**src/rtl/sisa_mem_arbiter.sv**
```systemverilog
// Arbitrates one Avalon-MM master port between the SISA fetch (IF) and data (MEM) requesters.
// Data has priority; a saturating streak counter forces a fetch grant after MAX_DATA_STREAK data wins.
module sisa_mem_arbiter #(
  parameter int ADDR_W          = 32,
  parameter int DATA_W          = 32,
  parameter int MAX_DATA_STREAK = 4
) (
  input  logic                clk,
  input  logic                reset,
  input  logic                f_read,
  input  logic [ADDR_W-1:0]   f_address,
  output logic                f_waitrequest,
  output logic [DATA_W-1:0]   f_readdata,
  output logic                f_readdatavalid,
  input  logic                f_flush,
  input  logic                d_read,
  input  logic                d_write,
  input  logic [ADDR_W-1:0]   d_address,
  input  logic [DATA_W-1:0]   d_writedata,
  input  logic [DATA_W/8-1:0] d_byteenable,
  output logic                d_waitrequest,
  output logic [DATA_W-1:0]   d_readdata,
  output logic                d_readdatavalid,
  output logic                m_read,
  output logic                m_write,
  output logic [ADDR_W-1:0]   m_address,
  output logic [DATA_W-1:0]   m_writedata,
  output logic [DATA_W/8-1:0] m_byteenable,
  input  logic                m_waitrequest,
  input  logic [DATA_W-1:0]   m_readdata,
  input  logic                m_readdatavalid,
  output logic [1:0]          grant
);

  localparam logic [1:0] GNT_NONE   = 2'b00;
  localparam logic [1:0] GNT_F      = 2'b01;
  localparam logic [1:0] GNT_D      = 2'b10;
  localparam logic [3:0] STREAK_MAX = 4'(MAX_DATA_STREAK);

  typedef enum logic [1:0] {IDLE, ISSUE, WAIT_RD} state_t;

  state_t     state;
  logic [3:0] streak;
  logic       drop;

  logic data_req;
  logic any_req;
  logic fetch_wins;
  logic issue_f;
  logic issue_d;
  logic in_wait;

  function automatic logic [3:0] streak_inc(input logic [3:0] s);
    if (s >= STREAK_MAX) return STREAK_MAX;
    return s + 4'd1;
  endfunction

  assign data_req   = d_read | d_write;
  assign any_req    = f_read | data_req;
  assign fetch_wins = f_read & (~data_req | (streak == STREAK_MAX));
  assign issue_f    = (state == ISSUE) & (grant == GNT_F);
  assign issue_d    = (state == ISSUE) & (grant == GNT_D);
  assign in_wait    = (state == WAIT_RD);

  // Memory side follows the owner's live request; a simultaneous data read+write performs only the write.
  always_comb begin
    m_read       = 1'b0;
    m_write      = 1'b0;
    m_address    = f_address;
    m_writedata  = d_writedata;
    m_byteenable = '1;
    if (grant == GNT_D) begin
      m_address    = d_address;
      m_byteenable = d_byteenable;
    end
    if (issue_f) begin
      m_read = f_read;
    end else if (issue_d) begin
      m_write = d_write;
      m_read  = d_read & ~d_write;
    end
  end

  assign f_waitrequest   = ~(issue_f & ~m_waitrequest);
  assign d_waitrequest   = ~(issue_d & ~m_waitrequest);
  assign f_readdata      = m_readdata;
  assign d_readdata      = m_readdata;
  assign f_readdatavalid = in_wait & m_readdatavalid & (grant == GNT_F) & ~drop & ~f_flush;
  assign d_readdatavalid = in_wait & m_readdatavalid & (grant == GNT_D);

  always_ff @(posedge clk) begin
    if (reset) begin
      state  <= IDLE;
      grant  <= GNT_NONE;
      streak <= 4'd0;
      drop   <= 1'b0;
    end else begin
      case (state)
        IDLE: begin
          if (any_req) begin
            state <= ISSUE;
            if (fetch_wins) begin
              grant  <= GNT_F;
              streak <= 4'd0;
            end else begin
              grant  <= GNT_D;
              streak <= f_read ? streak_inc(streak) : 4'd0;
            end
          end
        end
        ISSUE: begin
          if (!m_waitrequest) begin
            if (m_read) begin
              state <= WAIT_RD;
            end else begin
              state <= IDLE;
              grant <= GNT_NONE;
            end
          end
        end
        WAIT_RD: begin
          if (m_readdatavalid) begin
            state <= IDLE;
            grant <= GNT_NONE;
            drop  <= 1'b0;
          end else if ((grant == GNT_F) && f_flush) begin
            drop <= 1'b1;
          end
        end
        default: begin
          state <= IDLE;
          grant <= GNT_NONE;
        end
      endcase
    end
  end

endmodule
```
**config.mk**
```make
export PLATFORM = sky130hd
export DESIGN_NAME = sisa_mem_arbiter
export DESIGN_NICKNAME = d
export VERILOG_FILES = /design/src/rtl/sisa_mem_arbiter.sv
export SDC_FILE = /design/constraint.sdc
export NUM_CORES = 1
export LEC_CHECK = 0
export ABC_AREA = 1
export CAP_MARGIN = 10
export CELL_PAD_IN_SITES_DETAIL_PLACEMENT = 0
export CELL_PAD_IN_SITES_GLOBAL_PLACEMENT = 1
export CORE_MARGIN = 2
export CORE_UTILIZATION = 11
export DETAILED_ROUTE_END_ITERATION = 10
export HOLD_SLACK_MARGIN = 0.15
export PLACE_DENSITY = 0.76
export SLEW_MARGIN = 20
export SYNTH_ARGS = -nofsm -noshare
export SYNTH_HDL_FRONTEND = slang
export SYNTH_SLANG_ARGS = --single-unit
export TNS_END_PERCENT = 5
```
**constraint.sdc**
```tcl
create_clock -name clk -period 1.3 [get_ports clk]
set_clock_uncertainty 0.2 [all_clocks]
set_input_delay 0.26 -clock clk [delete_from_list [all_inputs] [get_ports clk]]
set_output_delay 0.26 -clock clk [all_outputs]
set_load 0.05 [all_outputs]
```
== Yosys cells after proc, flatten, opt, wreduce, memory -nomap -nowiden ==
Index checks and enable logic that the tools add are counted.
Storage, ports and cells
  register bits: 9
  bits in latches: 0
  bits in writable memories: 0
  memory bits (read-only): 0
  input bits: 140
  output and inout port bits: 140
  memories: 0
Cells by class
  add/sub/neg operators: 1
  multipliers: 0
  divide/modulo/power cells: 0
  order comparisons: 1
  equal/unequal tests: 9
  shift-type cells: 0
  mux-type cells: 27
  bitwise logic cells: 21
  reduce and logical (&&, ||, !) cells: 7
Operator list (number)
  $mux W32: 1
  $mux W4: 5
  $mux W2: 8
  $pmux W2 S3: 2
  $and A1 B1 Y1: 11
  $mux W1: 11
  $ne A2 B2 Y1 const B: 4
  $not A1 Y1: 7
  $add A4 B1 Y4 const B: 1
  $eq A2 B1 Y1 const B: 2
  $eq A2 B2 Y1 const B: 2
  $eq A4 B3 Y1 const B: 1
  $ge A4 B3 Y1 const B: 1
  $reduce_and A2 Y1: 2
  $reduce_and A4 Y1: 1
  $or A1 B1 Y1: 3
  $reduce_and A3 Y1: 1
  $logic_not A2 Y1: 1
  $reduce_bool A2 Y1: 1
  $logic_and A1 B1 Y1: 1

== Depth between registers and ports, before layout ==
  depth after elaboration: 11
  depth in mapped cells: 9

== Worst setup path before layout ==
Ideal clock, no wire load.
  path type: reg-to-output
  from: reg grant[0]
  to: out f_readdatavalid
  arrival: 2.074 ns
  setup slack: -1.234 ns
  cell stages (with the launch flop): 5
  cells stage by stage: dfxtp_1 > inv_1 > nor2_2 > nand3_1 > nor3_1
On the way
  word-level cells in the longest chain between the ends: 4
RTL lines
  start: declaration: RTL line 32  | output logic [1:0] grant
  start signal: assignment: RTL line 94  | grant <= GNT_NONE;
  start signal: assignment: RTL line 103  | grant <= GNT_F;
  start signal: assignment: RTL line 106  | grant <= GNT_D;
  $eq A2 B1 Y1: RTL line 88  | assign f_readdatavalid = in_wait & m_readdatavalid & (grant == GNT_F) & ~drop & ~f_flush;
  $and A1 B1 Y1 (3 in a row): RTL line 88
  end: declaration: RTL line 14  | output logic f_readdatavalid,
No other way between the ends.

== Final worst setup path ==
  from: reg grant[1]
  to: out m_address[26]
On the way
  word-level cells in the longest chain between the ends: 2
RTL lines
  $eq A2 B2 Y1: RTL line 72  | if (grant == GNT_D) begin
  $mux W32: RTL line 72
  end: declaration: RTL line 26  | output logic [ADDR_W-1:0] m_address,
No other way between the ends.

==> summary.md <==
| Metric | Value |
|---|---|
| Clock sinks | 9 |
| Kind of end point of the critical path | output port |
| Cell Rows | 45 |
| P&R area growth vs syn | 96.9% |
| Synth Warn # | 0 |
| Via count | between 1500 and 2000 |
| RSZ-0062 raised after global routing | true |
| Tmin final | 1.83 ns |
| Setup ws final | -0.531 ns |
| Via/cell ratio | 3.41 |
| Synth area leaders | buf_4 (43%), nand2_1 (24%), dfxtp_1 (11%) |
| Cell accounting for the most synthesized area | buf_4 |
| Htree depth | 1 |
| Initial DRC count | 40 |
| Mean Syn Cell Area | about 6 sq um |
| Initial antenna violation count | 0 |
| Most frequent cell after synthesis | nand2_1 |
| Min-Delay Path Class | flop to flop |
| Final hold viol count | 0 |
| DP HPWL | about 4600 microns |
| GRT overflow | 0 |
| Post-layout util | 21.9% |
| DRT Pass-1 Iters | 4 |
| Vias in the first global route | about 1800 |
| Layout cells sized above 1 | a little under half |
| All-Layer GR Usage | ~8.0% |
| Violated checks | negative setup slack |
| Peak VDD IR | ~0.00057 V |
| Crit Path Category | flop to output port |
| Register area share after synthesis | between 10% and 20% |
| Data arrival, critical path | approximately 1.4 ns |
| Largest fanout on the critical path | 5 |
| IO Pins | 280 |
| Mapped Cells | around 280 |
| Worst R2R Start | grant[1] |
| Later-pin clock latency in the skew report | around 0.23 ns |
| Core ar. | between 15000 and 20000 sq um |
| Synth Net Count | ~430 |
| Worst R2R End | grant[0] |
| Slew Limit Fails | 0 |
| CP Launch Point | grant[1] |
| Asr flop ratio synth | 0% |
| Post-synth EDFFs | 0 |
| R2R Setup Slk | -0.19 ns |
| Yosys reg bits | 9 |
| Status | finished, violations left |
| Die W | roughly 130 microns |
| # nets final | ~480 |
| CTS tree | built |
| Required time of the critical path | 0.84 ns |
| First-pass GRT wire length | between 9000 and 10000 microns |
| Maximum clock frequency | between 500 and 600 MHz |
| Die area | ~16000 sq um |
| Setup TNS | -22.18 ns |
| Routed length per instance | 13.1 microns |
| CTS Buffer Depth | 2 |
| Post-Syn Area | 1670 sq um |
| CP Capture Point | m_address[26] |
| Post-Route WL | ~6900 microns |
| Final number of setup-violating endpoints | 50 |
| Clock-pin slew on the worst setup and hold paths | ~0.040 ns |
| Pwr/cell area | between 1000 and 1500 nW/um^2 |
| Drc violations | 0 |
| Hold buffers post-CTS | 0 |
| Rel. slew slack | between 80 and 90% |
| Ys flop type | dfxtp_1 |
| Most frequent cells after synthesis | nand2_1 (109), buf_4 (96), inv_1 (13) |
| Post-synth top area share | 43.1% |
| Worst r2r path cells | 9 |
| Number of routed nets with antenna violations | 0 |
| Fin crit share | 141% |
| Placer Congestion | ~0.74 |
| DIE HEIGHT | 127 microns |
| Port bufs | about 120 |
| Type of origin of the critical path | flop |
| Clock tree root buffer cell | clkbuf_16 |
| Cell variety after synth | 22 |
| TritonCTS Buffers | 3 |
| Least-Margin Pin Slew | roughly 0.22 ns |
| # Max-Cap Violations | 0 |
| Diode count | 0 |
| Leakage | roughly 1.4 nW |
| Starting density of the core | between 10% and 20% |
| Largest net degree at the start of global routing | 12 |
## flip-flops by register name, indices dropped and copies added (netlist names)
register,count
state,2
streak,4
grant,2
drop,1
## power by group
part	total, mW	internal, mW	switching [mW]
logic	2.64	1.20	1.44
registers	0.314	0.300	0.0139
clock network	0.532	0.409	0.123
total	3.49	1.91	1.58
## worst min-delay path by stage
stage                           end      start  slack (ns)  cells after the start
after floorplan            grant[0]     f_read        0.20                      2
after global placement    streak[3]  streak[3]        0.25                      2
after global routing      streak[3]  streak[3]        0.29                      2
after CTS                 streak[3]  streak[3]        0.26                      2
final                     streak[3]  streak[3]        0.26                      2
after detailed placement  streak[3]  streak[3]        0.25                      2
## per-layer routing
layer  routed length, microns  track usage, %
met4                      136            2.26
met1                     2470            8.43
met5                        0               0
met3                      900            3.98
met2                     3350            14.0
## logic make-up after synthesis
| kind of cell | share of synthesized area [%] |
|---|---|
| flip-flops | 10.8 |
| AND/OR/NAND/NOR | 36.6 |
| adder cells (fa/ha/maj) | 1.50 |
| AO/OA/AOI/OAI | 2.84 |
| buffers and inverters | 48.3 |
## worst max-delay path, cell delays in order, from the launching register on
cell	delay (ns)
dfxtp_4	0.34
inv_2	0.04
nor2_4	0.11
buf_6	0.13
buf_12	0.11
buf_16	0.13
nand2_1	0.06
nand2_2	0.07
buf_6	0.15
## cells in the final DEF, fill, tap and decap left out, types with 2 or more instances in the layout
cell / n
nand2_1: 59
nor2_4: 5
clkbuf_16: 3
dfxtp_1: 7
inv_1: 11
buf_4: 15
nor2_1: 10
inv_2: 2
buf_8: 22
buf_16: 6
nand2_2: 48
nand2_4: 3
nand3_1: 6
nand3_2: 3
o21ai_0: 2
or2_4: 4
a21oi_1: 4
nor3_1: 3
ha_1: 2
buf_12: 11
clkdlybuf4s50_1: 74
dfxtp_4: 2
buf_6: 20
## stage by stage
step | total power [mW] | setup slack [ns] | std cells | hold slack (ns) | instance area, sq um
after floorplan | 2.28 | -0.368 | 284 | 0.204 | 1790
after global placement | 2.23 | -0.515 | 508 | 0.249 | 2600
after detailed placement | 2.24 | -0.519 | 508 | 0.250 | 2600
after CTS | 3.47 | -0.549 | 523 | 0.256 | 3230
after global routing | 3.67 | -0.600 | 523 | 0.289 | 3290
final | 3.49 | -0.531 | 523 | 0.257 | 3290
## what timing repair did
action                                  CTS  global route
gates resized for setup                  95            20
cloned                                    6             0
setup buffers                             5             0
pin swaps                                12             4
endpoints found under the setup margin   53            53
## layout make-up
| type | instances | area [sq um] |
|---|---|---|
| inverters | 14 | 68.8 |
| multi-input cells | 158 | 903 |
| repair inverters | 1 | 11.3 |
| flip-flops and latches | 9 | 188 |
| fillers | 1641 | 11700 |
| clock buffers | 4 | 78.8 |
| repair buffers | 149 | 1810 |
| well taps | 188 | 235 |
No activity file was read; power rests on OpenSTA's default activity.
